$ cat src/rtl/fetch_if.sv
// Fetch-side bus bundle: byte-wide instruction memory port, branch redirect
// from EX, and the instruction handshake towards decode.
//   master : fetch_seq (drives memory strobe/address and the decode side)
//   slave  : memory / EX / decode environment
interface fetch_if #(
    parameter int unsigned WIDTH = 32
);
    logic             mem_rd_en;
    logic [WIDTH-1:0] mem_addr;
    logic [7:0]       mem_rdata;
    logic             branch_taken;
    logic [WIDTH-1:0] branch_target;
    logic             inst_valid;
    logic             inst_ready;
    logic [31:0]      instruction;
    logic [WIDTH-1:0] inst_pc;
    logic             busy;

    modport master (
        output mem_rd_en, mem_addr, inst_valid, instruction, inst_pc, busy,
        input  mem_rdata, branch_taken, branch_target, inst_ready
    );

    modport slave (
        input  mem_rd_en, mem_addr, inst_valid, instruction, inst_pc, busy,
        output mem_rdata, branch_taken, branch_target, inst_ready
    );
endinterface

$ cat src/rtl/fetch_seq.sv
// Instruction fetch sequencer: reads a 32-bit word as four big-endian byte
// beats from a byte-wide memory with one cycle read latency, then presents
// it to decode with a valid/ready handshake. EX redirects abort the fetch.
// Ports:
//   clk, rst_n : clock, asynchronous active-low reset
//   bus        : fetch_if.master (mem_rd_en/mem_addr/mem_rdata, branch_taken/
//                branch_target, inst_valid/inst_ready/instruction/inst_pc, busy)
module fetch_seq #(
    parameter int unsigned     WIDTH    = 32,
    parameter logic [WIDTH-1:0] RESET_PC = '0
) (
    input logic     clk,
    input logic     rst_n,
    fetch_if.master bus
);

    localparam logic [1:0] S_START = 2'd0;
    localparam logic [1:0] S_FETCH = 2'd1;
    localparam logic [1:0] S_DRAIN = 2'd2;
    localparam logic [1:0] S_VALID = 2'd3;

    localparam logic [1:0] LAST_BEAT = 2'd3;

    logic [1:0]       state, state_nx;
    logic [1:0]       beat, beat_nx;
    logic [WIDTH-1:0] pc, pc_nx;
    logic             cap_en;
    logic [1:0]       cap_idx;
    logic [WIDTH-1:0] target_aligned;

    assign target_aligned = bus.branch_target & ~WIDTH'(3);

    // State register
    always_ff @(posedge clk or negedge rst_n) begin
        if (!rst_n) begin
            state <= S_START;
            beat  <= 2'd0;
            pc    <= RESET_PC;
        end else begin
            state <= state_nx;
            beat  <= beat_nx;
            pc    <= pc_nx;
        end
    end

    // Next-state logic and byte-capture select
    always_comb begin
        state_nx = state;
        beat_nx  = beat;
        pc_nx    = pc;
        cap_en   = 1'b0;
        cap_idx  = beat - 2'd1;
        case (state)
            S_START: begin
                state_nx = S_FETCH;
                beat_nx  = 2'd0;
            end
            S_FETCH: begin
                // byte issued on the previous beat is on mem_rdata now
                cap_en = (beat != 2'd0);
                if (bus.branch_taken) begin
                    pc_nx   = target_aligned;
                    beat_nx = 2'd0;
                end else if (beat == LAST_BEAT) begin
                    state_nx = S_DRAIN;
                    beat_nx  = 2'd0;
                end else begin
                    beat_nx = beat + 2'd1;
                end
            end
            S_DRAIN: begin
                cap_en  = 1'b1;
                cap_idx = LAST_BEAT;
                if (bus.branch_taken) begin
                    state_nx = S_FETCH;
                    pc_nx    = target_aligned;
                    beat_nx  = 2'd0;
                end else begin
                    state_nx = S_VALID;
                end
            end
            S_VALID: begin
                // redirect wins over pc+4 whether or not decode accepts
                if (bus.branch_taken) begin
                    state_nx = S_FETCH;
                    pc_nx    = target_aligned;
                    beat_nx  = 2'd0;
                end else if (bus.inst_ready) begin
                    state_nx = S_FETCH;
                    pc_nx    = pc + WIDTH'(4);
                    beat_nx  = 2'd0;
                end
            end
            default: begin
                state_nx = S_START;
                beat_nx  = 2'd0;
            end
        endcase
    end

    // Registered outputs, computed from the next state so they line up with it
    always_ff @(posedge clk or negedge rst_n) begin
        if (!rst_n) begin
            bus.mem_rd_en   <= 1'b0;
            bus.mem_addr    <= RESET_PC;
            bus.inst_valid  <= 1'b0;
            bus.busy        <= 1'b1;
            bus.instruction <= 32'd0;
            bus.inst_pc     <= RESET_PC;
        end else begin
            bus.mem_rd_en  <= (state_nx == S_FETCH);
            bus.mem_addr   <= pc_nx + WIDTH'(beat_nx);
            bus.inst_valid <= (state_nx == S_VALID);
            bus.busy       <= (state_nx != S_VALID);
            if (state == S_DRAIN) begin
                bus.inst_pc <= pc;
            end
            // big-endian assembly; stale bytes after a redirect land on
            // beat 0 where nothing is captured
            if (cap_en) begin
                case (cap_idx)
                    2'd0:    bus.instruction[31:24] <= bus.mem_rdata;
                    2'd1:    bus.instruction[23:16] <= bus.mem_rdata;
                    2'd2:    bus.instruction[15:8]  <= bus.mem_rdata;
                    default: bus.instruction[7:0]   <= bus.mem_rdata;
                endcase
            end
        end
    end

endmodule

$ cat src/flat_wrapper.sv
// flat-port wrapper written by rule: the top's interface ports become plain ports
module fetch_seq_flat 
#(
    parameter int unsigned     WIDTH    = 32,
    parameter logic [WIDTH-1:0] RESET_PC = '0
)
  (clk, rst_n, bus_mem_rd_en, bus_mem_addr, bus_inst_valid, bus_instruction, bus_inst_pc, bus_busy, bus_mem_rdata, bus_branch_taken, bus_branch_target, bus_inst_ready);
  fetch_if #(.WIDTH(WIDTH)) bus_i ();
  input logic clk;
  input logic rst_n;
  output wire logic [$bits(bus_i.mem_rd_en)-1:0] bus_mem_rd_en;
  output wire logic [$bits(bus_i.mem_addr)-1:0] bus_mem_addr;
  output wire logic [$bits(bus_i.inst_valid)-1:0] bus_inst_valid;
  output wire logic [$bits(bus_i.instruction)-1:0] bus_instruction;
  output wire logic [$bits(bus_i.inst_pc)-1:0] bus_inst_pc;
  output wire logic [$bits(bus_i.busy)-1:0] bus_busy;
  input wire logic [$bits(bus_i.mem_rdata)-1:0] bus_mem_rdata;
  input wire logic [$bits(bus_i.branch_taken)-1:0] bus_branch_taken;
  input wire logic [$bits(bus_i.branch_target)-1:0] bus_branch_target;
  input wire logic [$bits(bus_i.inst_ready)-1:0] bus_inst_ready;
  assign bus_mem_rd_en = bus_i.mem_rd_en;
  assign bus_mem_addr = bus_i.mem_addr;
  assign bus_inst_valid = bus_i.inst_valid;
  assign bus_instruction = bus_i.instruction;
  assign bus_inst_pc = bus_i.inst_pc;
  assign bus_busy = bus_i.busy;
  assign bus_i.mem_rdata = bus_mem_rdata;
  assign bus_i.branch_taken = bus_branch_taken;
  assign bus_i.branch_target = bus_branch_target;
  assign bus_i.inst_ready = bus_inst_ready;
  fetch_seq #(.WIDTH(WIDTH), .RESET_PC(RESET_PC)) u_core (.clk(clk), .rst_n(rst_n), .bus(bus_i));
endmodule
$ cat config.mk
export PLATFORM = sky130hd
export DESIGN_NAME = fetch_seq_flat
export DESIGN_NICKNAME = d
export VERILOG_FILES = /design/src/rtl/fetch_if.sv /design/src/rtl/fetch_seq.sv /design/src/flat_wrapper.sv
export SDC_FILE = /design/constraint.sdc
export NUM_CORES = 1
export LEC_CHECK = 0
export ABC_AREA = 1
export CORE_UTILIZATION = 55
export CTS_BUF_LIST = sky130_fd_sc_hd__clkbuf_4
export DETAILED_ROUTE_END_ITERATION = 10
export GPL_TIMING_DRIVEN = 0
export PLACE_DENSITY = 0.84
export SLEW_MARGIN = 20
export SYNTH_ARGS = -nofsm -noshare
export SYNTH_HDL_FRONTEND = slang
export SYNTH_SLANG_ARGS = --single-unit
$ cat constraint.sdc
create_clock -name clk -period 4.1 [get_ports clk]
set_input_delay 0.41 -clock clk [delete_from_list [all_inputs] [get_ports clk]]
set_output_delay 0.41 -clock clk [all_outputs]
set_load 0.01 [all_outputs]
==> out/results.tsv <==
stage	metric	value	unit
outcome	status	complete, no violations	
floorplan	fp.dieArea	14400	um2
grt	grt_max_degree	74	
yosys	synthFlopType	dfrtp_1	
placed_design	dpl.hpwl	17.1	mm
grt	grt-ovfl-total	0	
yosys	synth_edf_count	0	
detailed_routing	routed_wl	21.9	mm
clock_network	clockBufferDepth	2	
detailed_routing	vias_per_cell	5.40	
setup_path	critPathKind	flip-flop to flip-flop	
power_and_ir_drop	power_leakage	4.49	nW
final_layout	final_area	9590	um2
clock_network	htreeDepth	4	
floorplan	ios	143	
yosys	syn_area	7650	um2
yosys	avgSynthCellArea	7.59	um2
clock_network	cts-root-buf	clkbuf_4	
yosys	netlist_instances	1008	
power_and_ir_drop	p_per_area	674	nW/um2
clock_network	cts_tree	yes	
clock_network	postCtsSetupBuffers	0	
setup_path	cp_data_required_time	4.57	ns
yosys	yosysUniqueCellTypes	46	
final_layout	nNetsFinal	1223	
grt	grt_pass1_wl	34.8	mm
timing	slew_headroom	49.5	%
power_and_ir_drop	power	6.47	mW
grt	antenna_found_initial	0	
timing	max_freq	256	MHz
detailed_routing	antenna_left	0	
setup_path	max_stage_delay	0.47	ns
setup_path	end_kind	flip-flop	
grt	gr-usage-all-layers	32.0	%
setup_path	crit_chain	inv_1, ha_1, buf_2, clkbuf_1, nor2_1, inv_1, a311oi_1, ha_1, fa_1, nand3_2, nor2_4, nand2_4, nor3_1, nand3_1, nand2_1, nand2_1	
placed_design	place_inst	1325	
grt	first_global_vias	6814	
detailed_routing	wire_per_inst	16.1	um
detailed_routing	num_vias	7331	
floorplan	dieWidth	120	um
timing	hold_viol	0	
yosys	seq_area_frac_synth	44.2	%
final_layout	drive_gt1_share	11.5	%
placed_design	place_congestion	0.958	
final_layout	synthToLayoutAreaGrowth	25.4	%
timing	setup-tns-final	0	ns
timing	rsz0062_at_grt	no	
timing	tightest_slew	0.752	ns
yosys	synthArstFlopShare	100	%
floorplan	initial_utilization	57.1	%
floorplan	die_h	120	um
clock_network	clkTransAtPathRegs	0.12	ns
timing	fin_skew	0.0133	ns
setup_path	cp-start-kind	flip-flop	
placed_design	numPortBuffers	140	
clock_network	clock_sink_count	135	
clock_network	insertion_delay	0.58	ns
power_and_ir_drop	peakVddDrop	533	uV
timing	slew_viol_final	0	
final_layout	final_cell_mix	nand2_1, clkdlybuf4s50_1, dfrtp_1	
floorplan	core	13400	um2
clock_network	cts_made_buffers	17	
yosys	syn_nets	1063	
timing	whs	0.340	ns
detailed_routing	drt_iter0_markers	607	
yosys	synth_seq_cells	135	
flow_run	maxCapViolations	0	
floorplan	rows	42	
worst_hold_path	hp-class	input pin to async pin	
yosys	synth_warnings	0	
detailed_routing	firstDrtPassIters	5	
setup_path	critPathMaxFanout	19	
timing	period_share	95.3	%
setup_path	critical_path_arrival	4.38	ns
final_layout	antenna_cells	0	
timing	period_needed	3.91	ns
final_layout	final_common_cell	nand2_1	
detailed_routing	route.detailed.drc	0	
final_layout	fin_cells	1357	
placed_design	dpl-instance-area	9310	um2
timing	setup_viol	0	
setup_path	cpMaxStageDelayCell	nor3_1	
## stage by stage
step / setup WS [ns] / util (%)
after detailed placement: 0.0628 / 69.4
after global routing: 0.0288 / 71.6
after global placement: -2.45 / 69.2
after CTS: 0.0422 / 71.6
after floorplan: 0.953 / -
final: 0.193 / 71.6
## per-layer routing
| metal | global-route usage (%) | wire, um | vias up |
|---|---|---|---|
| met1 | 42.5 | 9500 | 3416 |
| met3 | 6.84 | 1780 | 57 |
| met2 | 49.5 | 9870 | 323 |
| met4 | 16.2 | 761 | 0 |
| li1 | - | - | 3535 |
| met5 | 0 | 0 | - |
## critical path, delay by kind of cell (launching register included)
family                   cells  cell delay [ns]
AO/OA/AOI/OAI                1             0.45
adder cells (fa/ha/maj)      3             0.79
buffers and inverters        4             0.78
flip-flops                   1             0.45
AND/OR/NAND/NOR              8             1.33
## cells by family (layout without fill, tap and decap cells)
logic type      after synthesis  after routing  share of synthesized area [%]
fa+ha+maj                    11             11                           1.90
xor+xnor                     19             19                           2.17
compound gates              131            131                           10.1
flops                       135            135                           44.2
buf+inv                     140            313                           7.32
simple gates                572            572                           34.3
## area by class of cell
cell class,count,area [um2]
buffer,29,143
clock buffer,17,128
clock inverter,15,153
fill,1099,3810
inverter,110,414
multi-input combinational,733,3710
sequential,135,3380
tap,176,220
timing repair buffer,142,1440
## final timing paths
path	startpoint	end	slack, ns	cells after the start
max	u_core.state[0]$_DFF_PN0_	u_core.bus.mem_addr[30]$_DFF_PN0_	0.19	16
max in group asynchronous	rst_n	u_core.bus.mem_addr[10]$_DFF_PN0_	3.02	3
max reg2reg	u_core.state[0]$_DFF_PN0_	u_core.bus.mem_addr[30]$_DFF_PN0_	0.19	16
min	rst_n	u_core.bus.inst_pc[0]$_DFFE_PN0P_	0.34	2
min reg2reg	u_core.bus.inst_pc[30]$_DFFE_PN0P_	u_core.bus.inst_pc[30]$_DFFE_PN0P_	0.49	2
min in group clk	bus_mem_rdata[2]	u_core.bus.instruction[26]$_DFFE_PN0P_	0.43	3
## registers in the layout, indices dropped and copies added (netlist names)
name,count
u_core.bus.inst_pc,32
u_core.state,2
u_core.bus.inst_valid,1
u_core.beat,2
u_core.pc,32
u_core.bus.mem_rd_en,1
u_core.bus.busy,1
u_core.bus.mem_addr,32
u_core.bus.instruction,32
## timing repair
action	in CTS	in global routing
resized for setup	0	0
hold buffers	1	0
hold endpoints to repair	61	0
endpoints found under the setup margin	0	16
## synth_stat cells, types with 2 or more instances
cell | number | area share [%]
nand2_1 | 291 | 14
dfrtp_1 | 134 | 44
nor2_1 | 132 | 6.5
inv_1 | 92 | 4.5
o21ai_0 | 65 | 4.3
nand3_1 | 56 | 3.7
a21oi_1 | 29 | 1.9
nand4_1 | 19 | 1.6
inv_2 | 16 | 0.78
clkbuf_1 | 15 | 0.74
xor2_1 | 15 | 1.7
nand2_2 | 14 | 1.1
nor2_2 | 13 | 1.1
nor2_4 | 12 | 1.8
o21ai_1 | 12 | 0.78
ha_1 | 10 | 1.6
buf_2 | 9 | 0.59
nand3_2 | 9 | 1.2
a211oi_1 | 7 | 0.69
nor3_1 | 7 | 0.46
nand2_4 | 5 | 0.74
a21oi_4 | 4 | 0.85
buf_4 | 4 | 0.39
o21ai_2 | 4 | 0.46
xnor2_1 | 4 | 0.46
a21oi_2 | 3 | 0.34
nor4_1 | 3 | 0.25
nand3b_1 | 2 | 0.20
nor2_8 | 2 | 0.52
nor3_2 | 2 | 0.26
o211ai_1 | 2 | 0.20
o21bai_1 | 2 | 0.20
## report_power, final
| part | total (mW) | switching [mW] | internal (mW) |
|---|---|---|---|
| combinational | 3.31 | 1.99 | 1.33 |
| sequential | 2.28 | 0.422 | 1.86 |
| clock | 0.872 | 0.510 | 0.362 |
| total | 6.47 | 2.92 | 3.55 |
Note: power is estimated with default switching activity, not from simulation.
